==> src/rtl/regfile_scoreboard.sv <==
// regfile_scoreboard: register file with combinational reads, one write port and a busy scoreboard.
// Define REGFILE_BYPASS_EN to forward the writeback data, and clear its busy state, in the same cycle.
module regfile_scoreboard #(
    parameter int XLEN  = 64,
    parameter int NREGS = 32,
    parameter int AW    = 5
) (
    input  logic            clk,
    input  logic            rst,
    input  logic [AW-1:0]   rs1_addr,
    input  logic [AW-1:0]   rs2_addr,
    output logic [XLEN-1:0] rs1_data,
    output logic [XLEN-1:0] rs2_data,
    input  logic            we,
    input  logic [AW-1:0]   wr_addr,
    input  logic [XLEN-1:0] wr_data,
    input  logic            issue_valid,
    input  logic [AW-1:0]   issue_rd,
    output logic            rs1_busy,
    output logic            rs2_busy,
    output logic            stall,
    output logic [AW:0]     busy_cnt
);
    logic [XLEN-1:0]  r_regs [NREGS];
    logic [NREGS-1:0] r_busy;
    logic [AW:0]      r_busy_cnt;
    logic             w_fwd1, w_fwd2, w_fwdw, w_waw, w_set, w_inc, w_dec;

`ifdef REGFILE_BYPASS_EN
    assign w_fwd1 = we && wr_addr != '0 && wr_addr == rs1_addr;
    assign w_fwd2 = we && wr_addr != '0 && wr_addr == rs2_addr;
    assign w_fwdw = we && wr_addr == issue_rd;
`else
    assign w_fwd1 = 1'b0;
    assign w_fwd2 = 1'b0;
    assign w_fwdw = 1'b0;
`endif

    assign rs1_data = (rs1_addr == '0) ? '0 : w_fwd1 ? wr_data : r_regs[rs1_addr];
    assign rs2_data = (rs2_addr == '0) ? '0 : w_fwd2 ? wr_data : r_regs[rs2_addr];
    assign rs1_busy = r_busy[rs1_addr] && rs1_addr != '0 && !w_fwd1;
    assign rs2_busy = r_busy[rs2_addr] && rs2_addr != '0 && !w_fwd2;
    assign w_waw    = r_busy[issue_rd] && issue_rd != '0 && !w_fwdw;
    assign stall    = issue_valid && (rs1_busy || rs2_busy || w_waw);
    assign w_set    = issue_valid && !stall && issue_rd != '0;
    // Set wins over a same-edge clear, so that case leaves the count unchanged.
    assign w_inc    = w_set && !r_busy[issue_rd];
    assign w_dec    = we && r_busy[wr_addr] && !(w_set && issue_rd == wr_addr);
    assign busy_cnt = r_busy_cnt;

    always_ff @(posedge clk or posedge rst) begin
        if (rst) begin
            for (int i = 0; i < NREGS; i++) r_regs[i] <= '0;
            r_busy     <= '0;
            r_busy_cnt <= '0;
        end else begin
            if (we && wr_addr != '0) r_regs[wr_addr] <= wr_data;
            if (we) r_busy[wr_addr] <= 1'b0;
            if (w_set) r_busy[issue_rd] <= 1'b1;
            r_busy_cnt <= r_busy_cnt + (AW+1)'(w_inc) - (AW+1)'(w_dec);
        end
    end
endmodule

==> config.mk <==
export PLATFORM = sky130hd
export DESIGN_NAME = regfile_scoreboard
export DESIGN_NICKNAME = d
export VERILOG_FILES = /design/src/rtl/regfile_scoreboard.sv
export SDC_FILE = /design/constraint.sdc
export NUM_CORES = 2
export LEC_CHECK = 0
export BUFFER_PORTS_ARGS = -buffer_cell sky130_fd_sc_hd__buf_4
export CAP_MARGIN = 20
export CORE_MARGIN = 2
export CORE_UTILIZATION = 45
export CTS_CLUSTER_SIZE = 10
export DETAILED_ROUTE_END_ITERATION = 12
export GPL_TIMING_DRIVEN = 0
export HOLD_SLACK_MARGIN = 0.06
export SLEW_MARGIN = 25
export SYNTH_ARGS = -nofsm -noshare
export SYNTH_HDL_FRONTEND = slang
export SYNTH_SLANG_ARGS = --single-unit
==> constraint.sdc <==
create_clock -name clk -period 190.1 [get_ports clk]
set_clock_uncertainty 0.15 [all_clocks]
set_input_delay 28.515 -clock clk [delete_from_list [all_inputs] [get_ports clk]]
set_output_delay 28.515 -clock clk [all_outputs]
set_load 0.02 [all_outputs]
; ---- Word level (Yosys, flattened, before mapping)
; Cells that the tools add are included.
[totals]
output_inout_bits = 137
wordCells = 103
ff_bits = 2086
[op_classes]
eq_ne = 1
bitwise_logic = 6
add_sub_neg = 2
reduce_logical = 25
n_mux = 25
n_lt_le_gt_ge = 10
[op_table]
columns = operator, n
row1 = $bwmux 2048, 1
row2 = $bmux 64 s5, 2
row3 = $mux 64, 7
row4 = $demux 64 s5, 1
row5 = $mux 32, 2
row6 = $and 32x32->32, 1
row7 = $not 32->32, 1
row8 = $or 32x32->32, 1
row9 = $lt 5x6->1 const B, 4
row10 = $bmux 1 s5, 4
row11 = $reduce_bool 5->1, 4
row12 = $ge 6x6->1 const B, 3
row13 = $not 5->6, 3
row14 = $logic_and 1x1->1, 14
row15 = $demux 1 s5, 2
row16 = $ge 5x1->1 const B, 2
row17 = $logic_not 5->1, 2
row18 = $add 6x1->6, 1
row19 = $lt 6x1->1 const B, 1
row20 = $mux 1, 6
row21 = $sub 6x1->6, 1
row22 = $eq 5x5->1, 1
row23 = $logic_not 1->1, 3
row24 = $logic_or 1x1->1, 2

; ---- Logic depth before layout (Yosys ltp)
[logic_depth]
word_depth = 13
ltp_mapped = 18
mapped_depth_nobuf = 15

; ---- Worst setup path before layout
; OpenSTA, ideal clock, no wires.
[synth_path]
path_type = in2out
startpoint = in rs1_addr[0]
endpoint = out rs1_data[1]
setup_slack_ns = 130.706
arrival_ns = 30.729
t_required_ns = 161.435
n_path_buf = 3
stages = 7
path_cell_list = buf_2 > buf_2 > clkbuf_1 > mux4_2 > mux4_2 > a21oi_1 > nor2_1
[synth_via]
elab_chain_len = 5
elab_cells_between_ends = 6
[synth_lines]
columns = element, line
row1 = "start, declared", 10  ; input logic [AW-1:0] rs1_addr,
row2 = $not 5->6 (not written as such), 39  ; assign rs1_data = (rs1_addr == '0) ? '0 : w_fwd1 ? wr_data : r_regs[rs1_addr];
row3 = $bmux 64 s5, 39
row4 = $mux 64 (not written as such) (2 in a row), 39
row5 = $mux 64 (*), 39
row6 = "end, declared", 12  ; output logic [XLEN-1:0] rs1_data,
; Mark *: on every way between the ends. The rest lies on a longest branch, timed or not. The select of a mux whose other input is x is not followed.

; ---- Final worst setup path
[layout_path]
startpoint = in rs2_addr[1]
endpoint = out rs2_data[14]
[layout_via]
elab_chain_len = 5
elab_cells_between_ends = 6
[layout_lines]
columns = element, line
row1 = "start, declared", 11  ; input logic [AW-1:0] rs2_addr,
row2 = $not 5->6 (not written as such), 40  ; assign rs2_data = (rs2_addr == '0) ? '0 : w_fwd2 ? wr_data : r_regs[rs2_addr];
row3 = $bmux 64 s5, 40
row4 = $mux 64 (not written as such) (2 in a row), 40
row5 = $mux 64 (*), 40
row6 = "end, declared", 13  ; output logic [XLEN-1:0] rs2_data,
; Marked as above.

==> results.yml <==
cts:
  tritoncts: "built"
  clock_sinks: 2086
  cts_root_buffer: "clkbuf_16"
  htree_levels: 4
  path_clk_slew_ns: 0.06
  clockBufferDepth: 3
  cts_made_buffers: 238
  cts_hold_buf: 0
  ctsResizeCount: 0
  insertion_delay_ns: 0.91
  post-cts-setup-buffer-count: 0
pwr:
  total_power_uw: 1350
  peakVddDrop_v: 0.00000953
  leakage_uw: 0.0553
  powerDensity_nw_per_um2: 10.6
layout:
  nFillCells: 20200
  area_growth_pct: 15.2
  fin_nets: 7626
  layout-drive-gt1-share_pct: 57.7
  final_cell_area_um2: 128000
floorplan:
  design.core.area_um2: 245000
  initial_core_util_pct: 45.2
  die_area_um2: 250000
  ios: 225
  chipHeight_um: 500
  fp-row-count: 182
  die_w_um: 500
critical_path:
  cpPeakStageDelay_ns: 0.93
  cpMostUsedCell: "buf_2"
  crit_family: "buffers and inverters"
  cp_slowest_cell: "clkbuf_1"
  rr_startpoint: "r_busy[6]"
  cp_data_arrival_time_ns: 32.99
  reg2reg_depth: 16
  critPathCaptureType: "output pin"
  path_class: "input port to output pin"
  path_cells: "buf_2, buf_2, clkbuf_1, buf_2, mux4_2, mux4_2, a21oi_1, nor2_1, buf_4"
  critPathMaxFanout: 10
  r2r-end: "busy_cnt[4]"
  required_ns: 161.43
  crit_buf_inv: 5
  r2r_slack_ns: 186.01
  critPathLaunchType: "input port"
global_routing:
  grt_max_degree: 102
  antenna_found_initial: 30
  grt_pass1_vias: 77400
  grt_pass1_wl_um: 659000
  overflow: 0
  grt_usage_pct: 39.0
yosys:
  synthTopCellsByArea: "dfrtp_1 47%, mux4_2 25%, mux2_2 20%"
  synth-edff-count: 0
  synth_top_area_share_pct: 47.1
  ys_async_sr_fraction_pct: 100
  avgSynthCellArea_um2: 16.0
  synth_top_flop_cell: "dfrtp_1"
  ys_ff_latch: 2086
  yosys.cell_types.count: 55
  synth_top_area_cell: "dfrtp_1"
  syn_inst: 6918
  synth_warnings: 0
  yosysSeqAreaShare_pct: 47.1
  syn_nets: 7013
  syn_area_um2: 111000
sta:
  setup_viol: 0
  final.min_clock_period_ns: 61.65
  relSlewSlack_pct: 17.5
  finalSetupTns_ns: 0
  hold_violations: 0
  final.period_utilization_pct: 32.4
  grt_setup_unrepaired: "false"
  max_freq_mhz: 16.2
  worst_pin_slew_ns: 1.24
  maxSlewViolCount: 0
drt:
  wire_per_inst_um: 45.0
  drt_first_pass_iters: 7
  routedLengthMet1_um: 179000
  route.detailed.drc: 0
  route.met3.wl_um: 61600
  wl_met2_um: 208000
  ant_nets: 0
  viasPerCell: 7.13
  dr_total_vias: 77600
  drt_wl_total_um: 490000
  drt_iter0_drc: 11600
  top_layer: "met5"
placed_design:
  dp_hpwl_um: 334000
  routabilityCongestion: 0.934
  numPortBuffers: 213
  place_area_um2: 121000
min_path:
  hold_depth: 1
  hp-start: "r_regs[2014]"
  hold_path.class: "flop to flop"
  worstHoldEndpoint: "r_regs[2014]"
job:
  maxCapViolations: 0
outcome:
  status: "finished clean"
## kinds of logic after synthesis
family                     after synthesis  share of synthesized area [%]
and+or+nand+nor                        332                           1.45
muxes                                 3357                           46.5
buffers and inverters                  856                           3.12
adders and majority gates                7                         0.0858
DFF                                   2086                           47.1
AOI/OAI and AO/OA                      275                           1.71
xor gates and xnor gates                 5                         0.0395
## cell type report
type / count / area, µm² / share of cell area, %
diodes: 27 / 67.6 / 0.0529
plain buffers: 837 / 3840 / 3.01
clock buffers: 322 / 6550 / 5.12
clock inverters: 17 / 225 / 0.176
inverters: 19 / 78.8 / 0.0617
multi-input cells: 3976 / 55200 / 43.2
flip-flops and latches: 2086 / 52200 / 40.9
well taps: 3220 / 4030 / 3.15
repair buffers: 373 / 5560 / 4.35
## worst max path at each step
stage / from / endpoint / slack [ns] / cells after the start
6_report: rs2_addr[1] / rs2_data[14] / 128.45 / 9
3_3_place_gp: rst / r_regs[280] / 79.66 / 2
2_1_floorplan: rst / busy_cnt[0] / 102.51 / 1
4_1_cts: rs2_addr[1] / rs2_data[15] / 128.79 / 10
3_5_place_dp: rs2_addr[1] / rs2_data[15] / 128.78 / 10
5_1_grt: rs2_addr[1] / rs2_data[14] / 128.65 / 9
## state kept, by name, indices dropped and copies added (netlist names)
signal and cells:
r_busy 32, r_regs 2048, busy_cnt 6
## where the power goes
group / switching [µW] / total [µW] / internal [µW] / leakage [µW]
logic: 143 / 326 / 184 / 0.0252
registers: 64.3 / 594 / 530 / 0.0267
clock network: 192 / 429 / 236 / 0.00330
total: 399 / 1350 / 950 / 0.0553
## cell usage in the layout (no fill, tap or decap), drive strengths merged, types with 17 or more instances in the layout
cell    synthesis  final
mux2         1990   1990
nor2          134    134
inv            18     23
clkbuf        578    901
nor2b          40     40
mux2i         132    132
nand2          68     68
a32o           17     17
dfrtp        2086   2086
mux4         1235   1235
diode           0     27
a21oi          97     97
buf           259    631
a211oi        133    133
and2           48     48
## cells in the mapped netlist (40+ instances only)
library cell  instances
mux2_2             1988
clkbuf_1            578
nor2b_1              40
nor2_1              134
buf_1                97
nand2_1              68
a211oi_1            133
buf_2               152
a21oi_1              97
dfrtp_1            2086
and2_1               48
mux2i_1             132
mux4_2             1230
## through the flow
step	util [%]	cells	hold WS, ns	setup WS, ns
detailed placement	49.3	10500	0.314	128.78
global route	52.0	10900	0.344	128.65
CTS	52.0	10900	0.329	128.79
global placement	47.5	10400	0.302	79.66
finish	52.0	10900	0.329	128.45
floorplan	-	6918	0.291	102.51
## layer usage
| metal | global-route usage, % | up-vias |
|---|---|---|
| met1 | 49.9 | 42300 |
| met3 | 14.5 | 1521 |
| li1 | - | 28100 |
| met5 | 1.14 | - |
| met4 | 26.6 | 18 |
| met2 | 55.1 | 5686 |
Power figures use the tool's default switching activity.
